===== src/rtl/fp_pkg.sv =====
// Shared binary32 constants and types for the iterative multiply/divide unit.
package fp_pkg;
    localparam logic [31:0] INF  = 32'h7F80_0000;
    localparam logic [31:0] ZERO = 32'h0000_0000;
    localparam logic [31:0] ONE  = 32'h3F80_0000;
    localparam logic [31:0] QNAN = 32'h7FC0_0000;
    localparam int          BIAS = 127;

    typedef struct packed {
        logic        sign;
        logic [7:0]  exp;
        logic [22:0] man;
    } fp32_t;

    typedef enum logic [2:0] {IDLE, CHECK, ITER, NORM, ROUND, DONE} state_t;

    typedef struct packed {
        logic is_zero;
        logic is_inf;
        logic is_nan;
    } fp_class_t;

    typedef struct packed {
        logic io;
        logic dz;
        logic of;
        logic uf;
        logic ix;
    } fp_flags_t;
endpackage


===== src/rtl/fp32_classify.sv =====
// Operand classifier: zero (subnormals count as zero), infinity, NaN.
// Purely combinational, no latency, no flow control.
module fp32_classify
    import fp_pkg::*;
(
    input  fp32_t     op,
    output fp_class_t cls
);
    always_comb begin
        cls.is_zero = (op.exp == 8'h00);
        cls.is_inf  = (op.exp == 8'hFF) && (op.man == 23'd0);
        cls.is_nan  = (op.exp == 8'hFF) && (op.man != 23'd0);
    end
endmodule


===== src/rtl/fp_muldiv_iter.sv =====
// Iterative binary32 mul/div, RNE, DAZ/FTZ; latency 2 (special), MUL_ITERS+4, DIV_ITERS+4.
// start/busy/done handshake: start accepted only when idle; en=0 freezes every register.
module fp_muldiv_iter
    import fp_pkg::*;
#(
    parameter int MUL_ITERS = 24,
    parameter int DIV_ITERS = 26
) (
    input  logic        clk,
    input  logic        arst,
    input  logic        en,
    input  logic        start,
    input  logic        sel,
    input  logic [31:0] a,
    input  logic [31:0] b,
    output logic        busy,
    output logic        done,
    output logic [31:0] R,
    output logic        io_flag,
    output logic        dz_flag,
    output logic        of_flag,
    output logic        uf_flag,
    output logic        i_flag
);
    localparam logic [4:0]        MUL_LAST = 5'(MUL_ITERS - 1);
    localparam logic [4:0]        DIV_LAST = 5'(DIV_ITERS - 1);
    localparam logic signed [9:0] BIAS_S   = 10'(BIAS);

    state_t            state_q, state_d;
    logic [4:0]        cnt_q, cnt_d;
    fp32_t             a_q, a_d, b_q, b_d;
    logic              sel_q, sel_d, sign_q, sign_d;
    logic signed [9:0] exp_q, exp_d;
    logic [47:0]       acc_q, acc_d;
    logic [24:0]       rem_q, rem_d;
    logic [23:0]       man_q, man_d;
    logic [2:0]        grs_q, grs_d;
    logic [31:0]       r_q, r_d;
    fp_flags_t         flags_q, flags_d;

    fp_class_t         cls_a, cls_b;
    logic [23:0]       ma, mb;
    logic signed [9:0] ea, eb, exp_r;
    logic [24:0]       mul_sum, rnd_sum;
    logic [25:0]       div_diff;
    logic              rnd_inc, sgn;

    fp32_classify u_cls_a (.op(a_q), .cls(cls_a));
    fp32_classify u_cls_b (.op(b_q), .cls(cls_b));

    assign ma       = {1'b1, a_q.man};
    assign mb       = {1'b1, b_q.man};
    assign ea       = $signed({2'b00, a_q.exp});
    assign eb       = $signed({2'b00, b_q.exp});
    assign sgn      = a_q.sign ^ b_q.sign;
    // Multiplier sits in acc[23:0] and is consumed LSB-first while the partial product shifts in.
    assign mul_sum  = {1'b0, acc_q[47:24]} + (acc_q[0] ? {1'b0, ma} : 25'd0);
    assign div_diff = {1'b0, rem_q} - {2'b00, mb};
    assign rnd_inc  = grs_q[2] & (grs_q[1] | grs_q[0] | man_q[0]);
    assign rnd_sum  = {1'b0, man_q} + {24'd0, rnd_inc};
    assign exp_r    = exp_q + (rnd_sum[24] ? 10'sd1 : 10'sd0);

    always_comb begin
        state_d = state_q;
        cnt_d   = cnt_q;
        a_d     = a_q;
        b_d     = b_q;
        sel_d   = sel_q;
        sign_d  = sign_q;
        exp_d   = exp_q;
        acc_d   = acc_q;
        rem_d   = rem_q;
        man_d   = man_q;
        grs_d   = grs_q;
        r_d     = r_q;
        flags_d = flags_q;
        unique case (state_q)
            IDLE: begin
                if (start) begin
                    a_d     = a;
                    b_d     = b;
                    sel_d   = sel;
                    flags_d = '0;
                    state_d = CHECK;
                end
            end
            CHECK: begin
                sign_d  = sgn;
                cnt_d   = '0;
                acc_d   = sel_q ? 48'd0 : {24'd0, mb};
                rem_d   = {1'b0, ma};
                exp_d   = sel_q ? (ea - eb + BIAS_S) : (ea + eb - BIAS_S);
                state_d = DONE;
                if (cls_a.is_nan || cls_b.is_nan) begin
                    r_d        = QNAN;
                    flags_d.io = 1'b1;
                end else if (!sel_q) begin
                    if ((cls_a.is_zero && cls_b.is_inf) || (cls_a.is_inf && cls_b.is_zero)) begin
                        r_d        = QNAN;
                        flags_d.io = 1'b1;
                    end else if (cls_a.is_inf || cls_b.is_inf) begin
                        r_d = {sgn, INF[30:0]};
                    end else if (cls_a.is_zero || cls_b.is_zero) begin
                        r_d = {sgn, ZERO[30:0]};
                    end else begin
                        state_d = ITER;
                    end
                end else begin
                    if ((cls_a.is_zero && cls_b.is_zero) || (cls_a.is_inf && cls_b.is_inf)) begin
                        r_d        = QNAN;
                        flags_d.io = 1'b1;
                    end else if (cls_a.is_inf) begin
                        r_d = {sgn, INF[30:0]};
                    end else if (cls_b.is_zero) begin
                        r_d        = {sgn, INF[30:0]};
                        flags_d.dz = 1'b1;
                    end else if (cls_a.is_zero || cls_b.is_inf) begin
                        r_d = {sgn, ZERO[30:0]};
                    end else begin
                        state_d = ITER;
                    end
                end
            end
            ITER: begin
                cnt_d = cnt_q + 5'd1;
                if (!sel_q) begin
                    acc_d = {mul_sum, acc_q[23:1]};
                end else begin
                    // Restoring step: quotient bits enter at acc[0], first bit has weight 2^0.
                    acc_d = {acc_q[46:0], ~div_diff[25]};
                    rem_d = div_diff[25] ? {rem_q[23:0], 1'b0} : {div_diff[23:0], 1'b0};
                end
                if (cnt_q == (sel_q ? DIV_LAST : MUL_LAST)) begin
                    state_d = NORM;
                end
            end
            NORM: begin
                state_d = ROUND;
                if (!sel_q) begin
                    if (acc_q[47]) begin
                        man_d = acc_q[47:24];
                        grs_d = {acc_q[23], acc_q[22], |acc_q[21:0]};
                        exp_d = exp_q + 10'sd1;
                    end else begin
                        man_d = acc_q[46:23];
                        grs_d = {acc_q[22], acc_q[21], |acc_q[20:0]};
                    end
                end else begin
                    if (acc_q[25]) begin
                        man_d = acc_q[25:2];
                        grs_d = {acc_q[1], acc_q[0], |rem_q};
                    end else begin
                        man_d = acc_q[24:1];
                        grs_d = {acc_q[0], 1'b0, |rem_q};
                        exp_d = exp_q - 10'sd1;
                    end
                end
            end
            ROUND: begin
                state_d = DONE;
                exp_d   = exp_r;
                if (exp_r >= 10'sd255) begin
                    r_d        = {sign_q, INF[30:0]};
                    flags_d.of = 1'b1;
                    flags_d.ix = 1'b1;
                end else if (exp_r <= 10'sd0) begin
                    r_d        = {sign_q, ZERO[30:0]};
                    flags_d.uf = 1'b1;
                    flags_d.ix = 1'b1;
                end else begin
                    // On a rounding carry the fraction field is all zeros either way.
                    r_d        = {sign_q, exp_r[7:0], rnd_sum[22:0]};
                    flags_d.ix = |grs_q;
                end
            end
            DONE: begin
                state_d = IDLE;
            end
            default: begin
                state_d = IDLE;
            end
        endcase
    end

    always_ff @(posedge clk or posedge arst) begin
        if (arst) begin
            state_q <= IDLE;
            cnt_q   <= '0;
            a_q     <= '0;
            b_q     <= '0;
            sel_q   <= 1'b0;
            sign_q  <= 1'b0;
            exp_q   <= '0;
            acc_q   <= '0;
            rem_q   <= '0;
            man_q   <= '0;
            grs_q   <= '0;
            r_q     <= '0;
            flags_q <= '0;
        end else if (en) begin
            state_q <= state_d;
            cnt_q   <= cnt_d;
            a_q     <= a_d;
            b_q     <= b_d;
            sel_q   <= sel_d;
            sign_q  <= sign_d;
            exp_q   <= exp_d;
            acc_q   <= acc_d;
            rem_q   <= rem_d;
            man_q   <= man_d;
            grs_q   <= grs_d;
            r_q     <= r_d;
            flags_q <= flags_d;
        end
    end

    assign busy    = (state_q != IDLE);
    assign done    = (state_q == DONE);
    assign R       = r_q;
    assign io_flag = flags_q.io;
    assign dz_flag = flags_q.dz;
    assign of_flag = flags_q.of;
    assign uf_flag = flags_q.uf;
    assign i_flag  = flags_q.ix;
endmodule

===== config.mk =====
export PLATFORM = sky130hd
export DESIGN_NAME = fp_muldiv_iter
export DESIGN_NICKNAME = d
export VERILOG_FILES = /design/src/rtl/fp_pkg.sv /design/src/rtl/fp32_classify.sv /design/src/rtl/fp_muldiv_iter.sv
export SDC_FILE = /design/constraint.sdc
export NUM_CORES = 1
export LEC_CHECK = 0
export ABC_AREA = 1
export CORE_MARGIN = 2
export CORE_UTILIZATION = 50
export CTS_BUF_LIST = sky130_fd_sc_hd__clkbuf_4 sky130_fd_sc_hd__clkbuf_8 sky130_fd_sc_hd__clkbuf_16
export DETAILED_ROUTE_END_ITERATION = 8
export HOLD_SLACK_MARGIN = 0.1
export PLACE_DENSITY = 0.72
export SLEW_MARGIN = 0
export SYNTH_ARGS = -nofsm -noshare
export SYNTH_HDL_FRONTEND = slang
export SYNTH_SLANG_ARGS = --single-unit
export TNS_END_PERCENT = 10

===== constraint.sdc =====
create_clock -name clk -period 7.2 [get_ports clk]
set_clock_uncertainty 0.2 [all_clocks]
set_input_delay 1.08 -clock clk [delete_from_list [all_inputs] [get_ports clk]]
set_output_delay 1.08 -clock clk [all_outputs]
set_load 0.02 [all_outputs]

# Word-level counts from Yosys, hierarchy flattened
# Cells that the tools add are included.
# word_totals
regBits	221
in_bits	69
output_inout_bits	39
wordCells	170
# classes
addsub	11
magnitude_cmp	2
n_eq_ne	25
n_mux	62
bitwise	5
reduce_logical	44
# op_table
operator	n
$mux 32	9
$mux 24	5
$pmux 48 s2	1
$pmux 32 s2	1
$mux 31	2
$mux 25	2
$pmux 25 s2	1
$mux 48	1
$logic_not 23->1	2
$reduce_bool 23->1	2
$mux 3	14
$mux 10	4
$pmux 10 s3	1
$sub 25x24->26	1
$add 24x1->25	1
$add 24x24->25	1
$reduce_or 25->1	1
$ne 2x2->1 const B	11
$reduce_or 22->1	1
$reduce_or 21->1	1
$eq 8x8->1 const B	2
$logic_not 8->1	2
$mux 1	15
$pmux 3 s5	1
38 further kinds	67

# Logic depth before layout (Yosys ltp)
# depth
ltp_word	10
mapped_depth	28
depth_no_buf	27

# Modules after synthesis
# A second synthesis with hierarchy kept.
# unflattened
cells_unflattened	2374
area_unflattened_um2	16092.9
# by_module_without_submodules
module	n_inst	cells_per_inst	area_per_inst_um2	seq_area_each_um2
fp_muldiv_iter	1	2304	15787.6	5530.3
fp32_classify	2	35	152.6	0.0

# Least setup slack after synthesis
# OpenSTA, ideal clock, no wires.
# synth_timing
path_type	register to register
startpoint	reg grs_q[2]
endpoint	reg r_q[18] (netlist: R[18])
setup_ps	117
arrival_ps	3235
required_ps	6883
setup_slack_ps	3647
stages_incl_launch_ff	26
n_path_buf	1
synth_period_minus_slack_ps	3553
cell_sequence	dfrtp_1 > nand2_1 > inv_1 > ha_1 > nand2_1 > nor2_1 > nand3_1 > nor2_1 > nand2_1 > nor2_2 > nand4_1 > nand3b_1 > nor2_1 > ha_1 > nand2_1 > nor2_1 > nand4_1 > xor2_1 > clkinv_2 > nand2_2 > inv_4 > nand2_4 > nor2_4 > buf_6 > nand3_1 > nand2_1
# synth_via
elab_chain_cells	8
word_cells_on_any_way	9
cone_classes	add/sub (2); order compare (2); mux (4); bitwise (1)
# synth_lines
element	line	rtl
from (decl)	fp_muldiv_iter.sv:37	logic [2:0] grs_q, grs_d;
from (signal assigned)	fp_muldiv_iter.sv:211	grs_q <= grs_d;
$and 1x1->1 *	fp_muldiv_iter.sv:59	assign rnd_inc = grs_q[2] & (grs_q[1] | grs_q[0] | man_q[0]);
$add 24x1->25 *	fp_muldiv_iter.sv:60	assign rnd_sum = {1'b0, man_q} + {24'd0, rnd_inc};
$mux 1	fp_muldiv_iter.sv:61	assign exp_r = exp_q + (rnd_sum[24] ? 10'sd1 : 10'sd0);
$add 10x2->10	fp_muldiv_iter.sv:61	
$le 10x1->1	fp_muldiv_iter.sv:166	end else if (exp_r <= 10'sd0) begin
$mux 31	fp_muldiv_iter.sv:166	
$mux 31 *	fp_muldiv_iter.sv:162	if (exp_r >= 10'sd255) begin
$pmux 32 s2 *	fp_muldiv_iter.sv:77	unique case (state_q)
to (signal assigned)	fp_muldiv_iter.sv:212	r_q <= r_d;
to (decl)	fp_muldiv_iter.sv:38	logic [31:0] r_q, r_d;
# Mark *: on every way between the ends. The rest lies on a longest branch, timed or not.
# A chain may end at the register's enable or synchronous reset.

# Final worst setup path
# layout_timing
startpoint	reg grs_q[2]
endpoint	reg r_q[6] (netlist: R[6])
# The elaborated chain is that of the path after synthesis.

==> flow_summary.ini <==
[run_status]
outcome = complete, no violations

[routing]
antenna_left = 0
drt_iter0_drc = 1422
wirelength_um = 49200
wl_per_cell_um = 17.4
vias_per_cell = 5.71
drt-pass1-iter-count = 7
vias = 16200
post-route-drc-count = 0

[clock_network]
numCtsBuffers = 26
cts-hold-fix-buffers = 0
postCtsResizedCells = 0
cts_buffer_depth = 3
cts_tree = yes
post_cts_buffers = 0
cts_htree_levels = 1
insertion_delay_ns = 0.56
cts_sinks = 221
cts-root-buf = clkbuf_16
clk_pin_slew_ns = 0.06

[final_layout]
fin_util = 0.577
final_cell_mix = nand2_1, inv_1, o21ai_0
final_common_cell = nand2_1
fin_area_um2 = 18200
antenna_cells = 0
drive_above_1_share = 0.0440
num-nets-final = 2570
areaGrowthSynthToFinish_pct = 13.8

[die]
die_area_um2 = 33500
rows = 65
die_w_um = 183
fp.dieH_um = 183
core_area_um2 = 31600
pin_count = 108
start_util = 0.507

[global_route]
grt_usage = 0.295
grt_overflow = 0
grt_pass1_wl_um = 79500
grt_pass1_vias = 15200
antenna_found_initial = 0
grt_max_degree = 160

[power_and_ir_drop]
p_leak_nw = 8.73
irDropWorstVdd_v = 0.000380
p_total_w = 0.00936
cellPowerDensity_nw_per_um2 = 514

[worst_hold_path]
hold_path_end = R[11]
hp-class = register to register
holdCritStartpoint = R[11]
hold_path_depth = 2

[yosys]
ys_warn_count = 0
async_reset_ff_frac = 1.00
syn_nets = 2505
avgSynthCellArea_um2 = 6.82
synth_area_um2 = 16000
syn-instance-count = 2348
synth-edff-count = 0
ys_seq_area_frac = 0.345
ys_seq_elements = 221
synth.distinct_cells = 55
synthFlopType = dfrtp_1

[timing]
setup-tns-final_ns = 0
grt_setup_unrepaired = no
slew_headroom = 0.313
hold_viol_final = 0
fmax_ghz = 0.234
setup_violations = 0
layout_min_cycle_time_ns = 4.28
worst_slack_ns = 2.92
worst_pin_slew_ns = 1.03
fin_crit_sh = 0.594
slew_viol_final = 0

[setup_path]
ff2ff_path_depth = 22
rrSetupSlack_ns = 2.92
cp_max_fo = 11
critical_path_arrival_ns = 4.51
reg2reg_from = grs_q[2]
r2r-end = R[6]
cp.required_ns = 7.43
path_class = register to register
critical_path.endpoint_type = register
cp-start-kind = register

[place]
pre_cts_ws_ns = 2.81
dpl_cell_area_um2 = 17300
dp_hpwl_um = 37300
io_buffer_count = 107
gp_congestion = 0.959

[run]
maxCapViolations = 0
==> synthesized netlist by cell type (all sizes together), types with 3 or more instances <==
| library cell | count | share of area |
|---|---|---|
| clkbuf | 45 | 0.011 |
| nor3 | 31 | 0.012 |
| fa | 5 | 0.0063 |
| o211ai | 14 | 0.0066 |
| nand4 | 41 | 0.016 |
| o21ai | 254 | 0.080 |
| o21a | 4 | 0.0019 |
| inv | 305 | 0.072 |
| a21oi | 158 | 0.049 |
| a211oi | 3 | 0.0014 |
| ha | 83 | 0.065 |
| a21o | 8 | 0.0038 |
| or2 | 7 | 0.0027 |
| o22ai | 48 | 0.019 |
| nor2 | 203 | 0.050 |
| o221ai | 5 | 0.0027 |
| xnor2 | 12 | 0.0066 |
| buf | 35 | 0.012 |
| a21boi | 3 | 0.0014 |
| dfrtp | 221 | 0.35 |
| nand3 | 155 | 0.049 |
| nand3b | 15 | 0.0070 |
| a31oi | 7 | 0.0037 |
| xor2 | 15 | 0.0082 |
| nand2 | 627 | 0.15 |
| nor4 | 14 | 0.0055 |
| a22oi | 11 | 0.0052 |
| o21bai | 7 | 0.0033 |
==> flip-flops by register name (all words and copies together) (netlist names), 3 cells and up <==
| signal | flops |
|---|---|
| R | 32 |
| acc_q | 48 |
| exp_q | 10 |
| state_q | 3 |
| grs_q | 3 |
| man_q | 24 |
| rem_q | 25 |
| b_q | 32 |
| cnt_q | 5 |
| a_q | 32 |
==> worst max path at each step <==
stage              from  endpoint  slack [ns]
2_1_floorplan      arst      R[0]        3.04
3_5_place_dp         en  acc_q[0]        2.81
3_3_place_gp         en  acc_q[0]        2.94
6_report       grs_q[2]      R[6]        2.92
4_1_cts        grs_q[2]     R[10]        2.93
5_1_grt        grs_q[2]      R[6]        2.34
==> per-layer routing <==
metal / share of wire / up-vias / GRT usage
li1: - / 7927 / -
met1: 0.45 / 7498 / 0.424
met2: 0.44 / 645 / 0.465
met3: 0.077 / 107 / 0.0367
met4: 0.036 / 0 / 0.0960
met5: 0 / - / 0
==> where the power goes <==
group,switching [W],leakage [nW],internal [W]
clock network,0.000558,0.439,0.000821
logic,0.00374,5.50,0.00190
registers,0.000585,2.79,0.00176
==> per-stage QoR <==
stage | hold slack, ns | std cells
after global placement | 0.265 | 2787
after global routing | 0.303 | 2833
after detailed placement | 0.267 | 2787
after floorplan | 0.253 | 2348
final | 0.281 | 2833
after CTS | 0.284 | 2833
==> layout make-up <==
class / count / area (µm²)
fill: 3055 / 13300
clock buffer: 34 / 729
clock inverter: 12 / 155
sequential: 221 / 5530
multi-input combinational: 1740 / 8980
tap: 402 / 503
inverter: 307 / 1160
timing repair buffer: 117 / 1160
==> logic make-up (layout without fill, tap and decap cells) <==
family,count (synthesis),after routing,synth area share
fa+ha+maj,88,88,0.0711
compound gates,530,530,0.182
simple gates,1095,1095,0.292
flops,221,221,0.345
xor+xnor,27,27,0.0148
buf+inv,387,470,0.0946
==> worst max-delay path, stage by stage (launching register included) <==
cell	delay, ns
dfrtp_1	0.38
nand2_1	0.09
inv_1	0.08
ha_1	0.17
nand2_1	0.07
nor2_1	0.21
nand3_1	0.20
nor2_1	0.16
nand2_1	0.14
nor2_2	0.16
nand4_1	0.13
nand3b_1	0.19
nor2_1	0.17
ha_1	0.20
nand2_1	0.10
nor2_1	0.19
nand4_1	0.13
xor2_1	0.34
clkinv_2	0.17
nand2_2	0.13
nor2_1	0.06
nand2_1	0.34
o21ai_1	0.12
Note: power is estimated with default switching activity, not from simulation.
